**src/rtl/fetch_pkg.sv**
```systemverilog
// Shared constants and next-PC select encoding for the instruction-fetch stage.
package fetch_pkg;

    localparam int ADDR_W = 8;
    localparam int INST_W = 32;

    localparam logic [ADDR_W-1:0] RESET_PC = 8'h00;
    localparam logic [INST_W-1:0] NOP_INST = 32'h0000_0000;

    typedef enum logic [1:0] {
        SEL_SEQ,
        SEL_BRANCH,
        SEL_JUMP,
        SEL_HOLD
    } fetch_sel_t;

endpackage

```
**src/rtl/fetch_if.sv**
```systemverilog
// Fetch-stage bus: InstMemory address/data, redirect/stall controls and the IF/ID register outputs.
interface fetch_if;
    import fetch_pkg::*;

    logic [ADDR_W-1:0] instAddr;
    logic [INST_W-1:0] instruction;
    logic              stall;
    logic              branchTaken;
    logic [ADDR_W-1:0] branchTarget;
    logic              jump;
    logic [ADDR_W-1:0] jumpTarget;
    logic [INST_W-1:0] ifidInstr;
    logic [ADDR_W-1:0] ifidPcPlus4;
    logic              ifidValid;
    logic              alignErr;

    // No ready back-pressure here: stall freezes the stage, and ifidValid=0 marks a bubble that decode must ignore.
    modport master (
        output instAddr, ifidInstr, ifidPcPlus4, ifidValid, alignErr,
        input  instruction, stall, branchTaken, branchTarget, jump, jumpTarget
    );

    modport slave (
        input  instAddr, ifidInstr, ifidPcPlus4, ifidValid, alignErr,
        output instruction, stall, branchTaken, branchTarget, jump, jumpTarget
    );

endinterface

```
**src/rtl/fetch_next_pc.sv**
```systemverilog
// Combinational next-PC selection: branch > jump > stall > sequential, with target alignment.
// FETCH_ALIGN_CHECK_EN: misaligned redirect targets fall through to PC+4 and raise misaligned.
module fetch_next_pc
    import fetch_pkg::*;
(
    input  logic [ADDR_W-1:0] pc,
    input  logic              stall,
    input  logic              branchTaken,
    input  logic [ADDR_W-1:0] branchTarget,
    input  logic              jump,
    input  logic [ADDR_W-1:0] jumpTarget,
    output fetch_sel_t        sel,
    output logic [ADDR_W-1:0] pcPlus4,
    output logic [ADDR_W-1:0] nextPc
`ifdef FETCH_ALIGN_CHECK_EN
    ,
    output logic              misaligned
`endif
);

    logic [ADDR_W-1:0] target;

    assign pcPlus4 = pc + ADDR_W'(4);

    // A redirect outranks stall because the stalled ID instruction is on the wrong path.
    always_comb begin
        sel    = SEL_SEQ;
        target = jumpTarget;
        if (branchTaken) begin
            sel    = SEL_BRANCH;
            target = branchTarget;
        end else if (jump) begin
            sel    = SEL_JUMP;
        end else if (stall) begin
            sel    = SEL_HOLD;
        end
    end

`ifdef FETCH_ALIGN_CHECK_EN
    assign misaligned = ((sel == SEL_BRANCH) || (sel == SEL_JUMP)) && (target[1:0] != 2'b00);

    always_comb begin
        nextPc = pcPlus4;
        case (sel)
            SEL_HOLD:            nextPc = pc;
            SEL_BRANCH, SEL_JUMP: nextPc = misaligned ? pcPlus4 : target;
            default:             nextPc = pcPlus4;
        endcase
    end
`else
    always_comb begin
        nextPc = pcPlus4;
        case (sel)
            SEL_HOLD:            nextPc = pc;
            SEL_BRANCH, SEL_JUMP: nextPc = target & ~ADDR_W'(3);
            default:             nextPc = pcPlus4;
        endcase
    end
`endif

endmodule

```
**src/rtl/fetch_unit.sv**
```systemverilog
// Instruction-fetch stage: PC register, IF/ID pipeline register and the sticky alignErr flag.
// FETCH_ALIGN_CHECK_EN enables misaligned-redirect detection; otherwise alignErr is constant 0.
module fetch_unit
    import fetch_pkg::*;
(
    input  logic     clk,
    input  logic     rst,
    fetch_if.master  bus
);

    logic [ADDR_W-1:0] pc;
    logic [ADDR_W-1:0] pcPlus4;
    logic [ADDR_W-1:0] nextPc;
    fetch_sel_t        sel;
    logic [INST_W-1:0] ifidInstr;
    logic [ADDR_W-1:0] ifidPcPlus4;
    logic              ifidValid;

`ifdef FETCH_ALIGN_CHECK_EN
    logic misaligned;
    logic alignErr;
`endif

    fetch_next_pc uNextPc (
        .pc           (pc),
        .stall        (bus.stall),
        .branchTaken  (bus.branchTaken),
        .branchTarget (bus.branchTarget),
        .jump         (bus.jump),
        .jumpTarget   (bus.jumpTarget),
        .sel          (sel),
        .pcPlus4      (pcPlus4),
        .nextPc       (nextPc)
`ifdef FETCH_ALIGN_CHECK_EN
        ,
        .misaligned   (misaligned)
`endif
    );

    always_ff @(posedge clk or posedge rst) begin
        if (rst) begin
            pc <= RESET_PC;
        end else begin
            pc <= nextPc;
        end
    end

    // A flush keeps ifidPcPlus4 as-is; only the instruction word and valid bit are bubbled.
    always_ff @(posedge clk or posedge rst) begin
        if (rst) begin
            ifidInstr   <= NOP_INST;
            ifidPcPlus4 <= '0;
            ifidValid   <= 1'b0;
        end else begin
            case (sel)
                SEL_SEQ: begin
                    ifidInstr   <= bus.instruction;
                    ifidPcPlus4 <= pcPlus4;
                    ifidValid   <= 1'b1;
                end
                SEL_BRANCH, SEL_JUMP: begin
                    ifidInstr   <= NOP_INST;
                    ifidValid   <= 1'b0;
                end
                default: ;
            endcase
        end
    end

`ifdef FETCH_ALIGN_CHECK_EN
    always_ff @(posedge clk or posedge rst) begin
        if (rst) begin
            alignErr <= 1'b0;
        end else if (misaligned) begin
            alignErr <= 1'b1;
        end
    end
    assign bus.alignErr = alignErr;
`else
    assign bus.alignErr = 1'b0;
`endif

    assign bus.instAddr    = pc;
    assign bus.ifidInstr   = ifidInstr;
    assign bus.ifidPcPlus4 = ifidPcPlus4;
    assign bus.ifidValid   = ifidValid;

endmodule

```
**src/flat_wrapper.sv**
```systemverilog
// flat-port wrapper written by rule: the top's interface ports become plain ports
module fetch_unit_flat import fetch_pkg::*;
  (clk, rst, bus_instAddr, bus_ifidInstr, bus_ifidPcPlus4, bus_ifidValid, bus_alignErr, bus_instruction, bus_stall, bus_branchTaken, bus_branchTarget, bus_jump, bus_jumpTarget);
  fetch_if bus_i ();
  input  logic clk;
  input  logic rst;
  output wire logic [$bits(bus_i.instAddr)-1:0] bus_instAddr;
  output wire logic [$bits(bus_i.ifidInstr)-1:0] bus_ifidInstr;
  output wire logic [$bits(bus_i.ifidPcPlus4)-1:0] bus_ifidPcPlus4;
  output wire logic [$bits(bus_i.ifidValid)-1:0] bus_ifidValid;
  output wire logic [$bits(bus_i.alignErr)-1:0] bus_alignErr;
  input wire logic [$bits(bus_i.instruction)-1:0] bus_instruction;
  input wire logic [$bits(bus_i.stall)-1:0] bus_stall;
  input wire logic [$bits(bus_i.branchTaken)-1:0] bus_branchTaken;
  input wire logic [$bits(bus_i.branchTarget)-1:0] bus_branchTarget;
  input wire logic [$bits(bus_i.jump)-1:0] bus_jump;
  input wire logic [$bits(bus_i.jumpTarget)-1:0] bus_jumpTarget;
  assign bus_instAddr = bus_i.instAddr;
  assign bus_ifidInstr = bus_i.ifidInstr;
  assign bus_ifidPcPlus4 = bus_i.ifidPcPlus4;
  assign bus_ifidValid = bus_i.ifidValid;
  assign bus_alignErr = bus_i.alignErr;
  assign bus_i.instruction = bus_instruction;
  assign bus_i.stall = bus_stall;
  assign bus_i.branchTaken = bus_branchTaken;
  assign bus_i.branchTarget = bus_branchTarget;
  assign bus_i.jump = bus_jump;
  assign bus_i.jumpTarget = bus_jumpTarget;
  fetch_unit u_core (.clk(clk), .rst(rst), .bus(bus_i));
endmodule
```
**config.mk**
```make
export PLATFORM = sky130hd
export DESIGN_NAME = fetch_unit_flat
export DESIGN_NICKNAME = d
export VERILOG_FILES = /design/src/rtl/fetch_pkg.sv /design/src/rtl/fetch_if.sv /design/src/rtl/fetch_next_pc.sv /design/src/rtl/fetch_unit.sv /design/src/flat_wrapper.sv
export SDC_FILE = /design/constraint.sdc
export NUM_CORES = 1
export LEC_CHECK = 0
export CAP_MARGIN = 20
export CORE_ASPECT_RATIO = 0.7
export CORE_UTILIZATION = 30
export CTS_CLUSTER_DIAMETER = 50
export DETAILED_ROUTE_END_ITERATION = 12
export GPL_TIMING_DRIVEN = 0
export PLACE_DENSITY = 0.67
export SETUP_SLACK_MARGIN = 0.2
export SYNTH_ARGS = -nofsm -noshare
export SYNTH_HDL_FRONTEND = slang
export SYNTH_SLANG_ARGS = --single-unit
```
**constraint.sdc**
```tcl
create_clock -name clk -period 1.75 [get_ports clk]
set_input_delay 0.35 -clock clk [delete_from_list [all_inputs] [get_ports clk]]
set_output_delay 0.35 -clock clk [all_outputs]
set_load 0.1 [all_outputs]
```
## After elaboration in Yosys (flattened, before gate mapping)

Cells that the tools add are included.

- Bits in registers: 49
- Input port bits: 53
- Output and inout port bits: 50

- Add/sub/neg operators: 1
- Eq/ne operators: 3
- Multiplexer cells: 7
- Reductions and logical operators: 3

Operators with widths:

| kind | number |
|---|---|
| 32-bit case mux with 2 select lines | 1 |
| 8-bit case mux with 2 select lines | 1 |
| 8-bit by 3-bit adder with 8-bit output (second input constant) | 1 |
| 8-bit 2-to-1 mux | 1 |
| 2-bit 2-to-1 mux | 3 |
| 2-bit == test (second input constant) | 2 |
| 2-bit by 1-bit == test with 1-bit output (second input constant) | 1 |
| 2-bit zero test | 1 |
| 1-bit case mux with 2 select lines | 1 |
| 2-bit nonzero test | 1 |
| 2-bit OR reduction | 1 |

## Logic depth before layout (Yosys ltp)

- Depth in word-level cells: 6
- Depth in mapped cells: 8
- Depth with buffers taken out: 7

## By module

From an unflattened synthesis, not the netlist that was laid out.

- Cells, all modules: 158
- Area, all modules: 2118.3 sq um

By module, submodules not included:

| module | instances | cells an instance | area each (sq um) | seq. area each (sq um) |
|---|---|---|---|---|
| fetch_unit | 1 | 108 | 1742.9 | 1226.2 |
| fetch_next_pc | 1 | 50 | 375.4 | 0.0 |

## Worst setup path before layout

Ideal clock, no wire load.

- Kind: register -> register
- Start: register u_core.pc[2], in the netlist u_core.bus.instAddr[2]
- End: register u_core.pc[6], in the netlist u_core.bus.instAddr[6]
- Data arrival time: 1791 ps
- Required time: 1639 ps
- Path slack: -152 ps
- Cell stages (with the launch flop): 5
- Path buffers: 0
- Cells stage by stage: dfrtp_1 -> ha_1 -> nand3_1 -> xnor2_1 -> a222oi_1

- Cells in the longest elaborated chain, start to end: 2

RTL lines:

| element | RTL line | RTL |
|---|---|---|
| from (decl) | fetch_unit.sv:11 | `logic [ADDR_W-1:0] pc;` |
| from (signal assigned) | fetch_unit.sv:44 | `pc <= nextPc;` |
| 8-bit by 3-bit adder with 8-bit output | fetch_next_pc.sv:23 | `assign pcPlus4 = pc + ADDR_W'(4);` |
| 8-bit case mux with 2 select lines | fetch_next_pc.sv:53 | `case (sel)` |

Every way passes these cells.
A chain may end at the register's enable or synchronous reset.

## Final worst setup path

- Start: input port bus_jump
- End: register u_core.pc[7], in the netlist u_core.bus.instAddr[7]

- Cells in the longest elaborated chain, start to end: 5
- Elaborated cells on any way between the ends: 7

RTL lines:

| element | RTL line | RTL |
|---|---|---|
| from (decl) | flat_wrapper.sv:16 | `input wire logic [$bits(bus_i.jump)-1:0] bus_jump;` |
| 2-bit 2-to-1 mux * | fetch_next_pc.sv:32 | `end else if (jump) begin` |
| 2-bit 2-to-1 mux * | fetch_next_pc.sv:29 | `if (branchTaken) begin` |
| 2-bit by 1-bit == test with 1-bit output / 2-bit == test (equally long branches) | fetch_next_pc.sv:53 |  |
| 2-bit OR reduction | fetch_next_pc.sv:53 |  |
| 8-bit case mux with 2 select lines | fetch_next_pc.sv:53 |  |

Every way passes the cells marked *; elsewhere a longest branch is shown, timed or not.

==> run_results.csv <==
group,metric,value,unit
setup_path,startpoint,"bus_jump",
grt,met2_usage,21.7,%
clocking,cts.sinks,45,
place,portBuffers,92,
grt,antenna_found_initial,0,
die,core-area,5900,sq um
grt,busiest_layer,"met2",
cells_and_area,drive_gt1_share,35.8,%
die,die_x,97.0,um
min_path,hp-class,"in -> async",
detailed_routing,post_drt_wl_per_cell,14.5,um
status,outcome,"finished, final reports clean",
detailed_routing,via_per_inst,4.79,
logic_synthesis,ys_ff_latch,45,
place,place_inst,327,
cells_and_area,syn_to_final_growth,58.8,%
die,fp.dieH,68.5,um
cells_and_area,instances_no_fill,340,
detailed_routing,wl,4940,um
clocking,htreeDepth,2,
cells_and_area,mostFrequentLayoutCells,"clkdlybuf4s50_1 (45), buf_2 (45), dfrtp_1 (40), a22o_1 (31), buf_4 (9)",
detailed_routing,drc,0,
detailed_routing,detail-route-antenna-nets,0,
clocking,cts_root_buf,"clkbuf_8",
clocking,cts_tree,"built",
setup_path,rr_worst_depth,3,
grt,grt_first_pass_wirelength,7710,um
cells_and_area,layout.nets,320,
place,place_congestion,0.717,
die,start_util,32.1,%
timing,hold_viol,0,
cells_and_area,antenna_cells,0,
clocking,clockBufferDepth,2,
detailed_routing,drtPass1Iterations,5,
grt,grt_use_met3,5.01,%
clocking,path_clk_slew,0.09,ns
clocking,cts_buffers,5,
timing,fin_crit,1.51,ns
logic_synthesis,synth-edff-count,0,
logic_synthesis,syn-cell-area,1890,sq um
timing,rsz0062_at_grt,"yes",
logic_synthesis,avgSynthCellArea,12.2,sq um
setup_path,arrival,1.74,ns
logic_synthesis,yosysSeqAreaShare,59.4,%
setup_path,r2r_start,"u_core.bus.instAddr[2]",
die,num_rows,23,
power_and_ir_drop,total_power,4.32,mW
logic_synthesis,yosysWarnings,0,
grt,grt.overflow.total,0,
setup_path,crit_type,"in -> reg",
logic_synthesis,yosysUniqueCellTypes,27,
clocking,clock_latency,0.29,ns
timing,finalClockSkew,0.00424,ns
power_and_ir_drop,powerDensity,1430,nW/um^2
setup_path,crit_path_top_delay_cell,"or3_1",
timing,fmax,662,MHz
logic_synthesis,async_flop_share,100,%
job,drv_cap,0,
clocking,ctsHoldBuffers,0,
setup_path,timing.critical_path.mode_cell,"or3_1",
detailed_routing,drt_iter0_drc,21,
logic_synthesis,yosys_most_used_dff,"dfrtp_1",
setup_path,cp-end-kind,"register",
timing,drv_slew,0,
grt,grt_max_degree,27,
timing,setup_viol,0,
grt,first_global_vias,1562,
grt,track_usage,14.9,%
die,die-area,6640,sq um
place,dp_hpwl,3560,um
timing,post-route-period-util,86.4,%
setup_path,crit_path_start_kind,"input pin",
setup_path,required,1.98,ns
logic_synthesis,syn_inst,155,
die,ios,103,
setup_path,critPathMaxFanout,4,
grt,grt.met1_usage,21.7,%
setup_path,critical-path-max-stage-delay,0.34,ns
detailed_routing,num_vias,1628,
power_and_ir_drop,power_leakage,1.48,nW
setup_path,path_cells,"buf_2 -> nor2_2 -> or2_4 -> inv_2 -> ha_4 -> buf_8 -> or3_1 -> or3_1 -> nand3_1",
power_and_ir_drop,peakVddDrop,1.07,mV
## repair_timing
item | CTS | global route
buffers inserted | 5 | 0
setup endpoints to repair | 89 | 17
pin swaps | 5 | 2
resized for setup | 230 | 17
## report_power, final
| group | switching (mW) | total [mW] | leakage (nW) | internal [mW] |
|---|---|---|---|---|
| registers | 0.122 | 1.34 | 0.560 | 1.22 |
| clock network | 0.356 | 0.821 | 0.0574 | 0.465 |
| logic | 1.69 | 2.15 | 0.859 | 0.462 |
| total | 2.17 | 4.32 | 1.48 | 2.15 |
## through the flow
stage	cell area (sq um)	worst slack (ns)	hold WS (ns)	setup TNS, ns	utilization (%)
2_1_floorplan	2000	0.0268	0.479	0	-
3_3_place_gp	3020	-0.765	0.474	-51.62	51.1
4_1_cts	3070	0.201	0.396	0	52.0
5_1_grt	3010	0.181	0.438	0	51.0
3_5_place_dp	3040	-0.552	0.492	-23.72	51.5
6_report	3010	0.238	0.384	0	51.0
## synthesized netlist by cell type, types with 2 or more instances
library cell	n	area, sq um
nand3_1	3	15.0
a21o_1	2	15.0
buf_2	5	25.0
a22oi_1	2	15.0
mux2i_1	4	40.0
ha_1	3	37.5
a222oi_1	2	20.0
a21oi_1	5	25.0
a22o_1	31	272
nor2b_1	2	12.5
xnor2_1	3	26.3
buf_4	5	37.5
or3_1	3	18.8
mux2_2	4	45.0
clkbuf_1	5	18.8
o21ai_0	6	30.0
nand2_1	3	11.3
nor2_1	9	33.8
inv_1	6	22.5
dfrtp_1	45	1130
## layer usage
layer / wire [um] / part of all wire [%]
met1: 2480 / 50
met2: 2030 / 41
met3: 421 / 8.5
met4: 6 / 0.12
met5: 0 / 0
## critical path: cells and delay by family
kind,cells,cell delay (ns)
buffers and inverters,3,0.26
adders and majority gates,1,0.15
and+or+nand+nor,5,0.97
## cells by family after synthesis
kind of cell | synth area share (%)
AO/OA/AOI/OAI | 20.6
flip-flops | 59.4
AND/OR/NAND/NOR | 5.81
buffers and inverters | 6.08
multiplexers | 4.49
adder cells (fa/ha/maj) | 1.98
XOR/XNOR | 1.39
other | 0.198
## registers in the layout, summed over array words and instances, names as in the netlist
register                flops
u_core.bus.instAddr         6
u_core.bus.ifidValid        1
u_core.bus.ifidPcPlus4      6
u_core.bus.ifidInstr       32
## final timing paths
kind                                             end  slack (ns)
min                         u_core.bus.ifidInstr[22]        0.38
min reg2reg                 u_core.bus.ifidInstr[26]        0.50
min in group clk              u_core.bus.instAddr[5]        0.49
max                           u_core.bus.instAddr[7]        0.24
max reg2reg                u_core.bus.ifidPcPlus4[7]        0.47
max in group asynchronous     u_core.bus.instAddr[4]        0.86
## cell type report
cell class,count,area [sq um]
Sequential cell,45,1130
Multi-Input combinational cell,92,726
Fill cell,544,2890
Tap cell,75,93.8
Buffer,16,153
Clock buffer,6,82.6
Clock inverter,2,37.5
Inverter,6,22.5
Timing Repair Buffer,98,761
(Power assumes the default switching activity.)
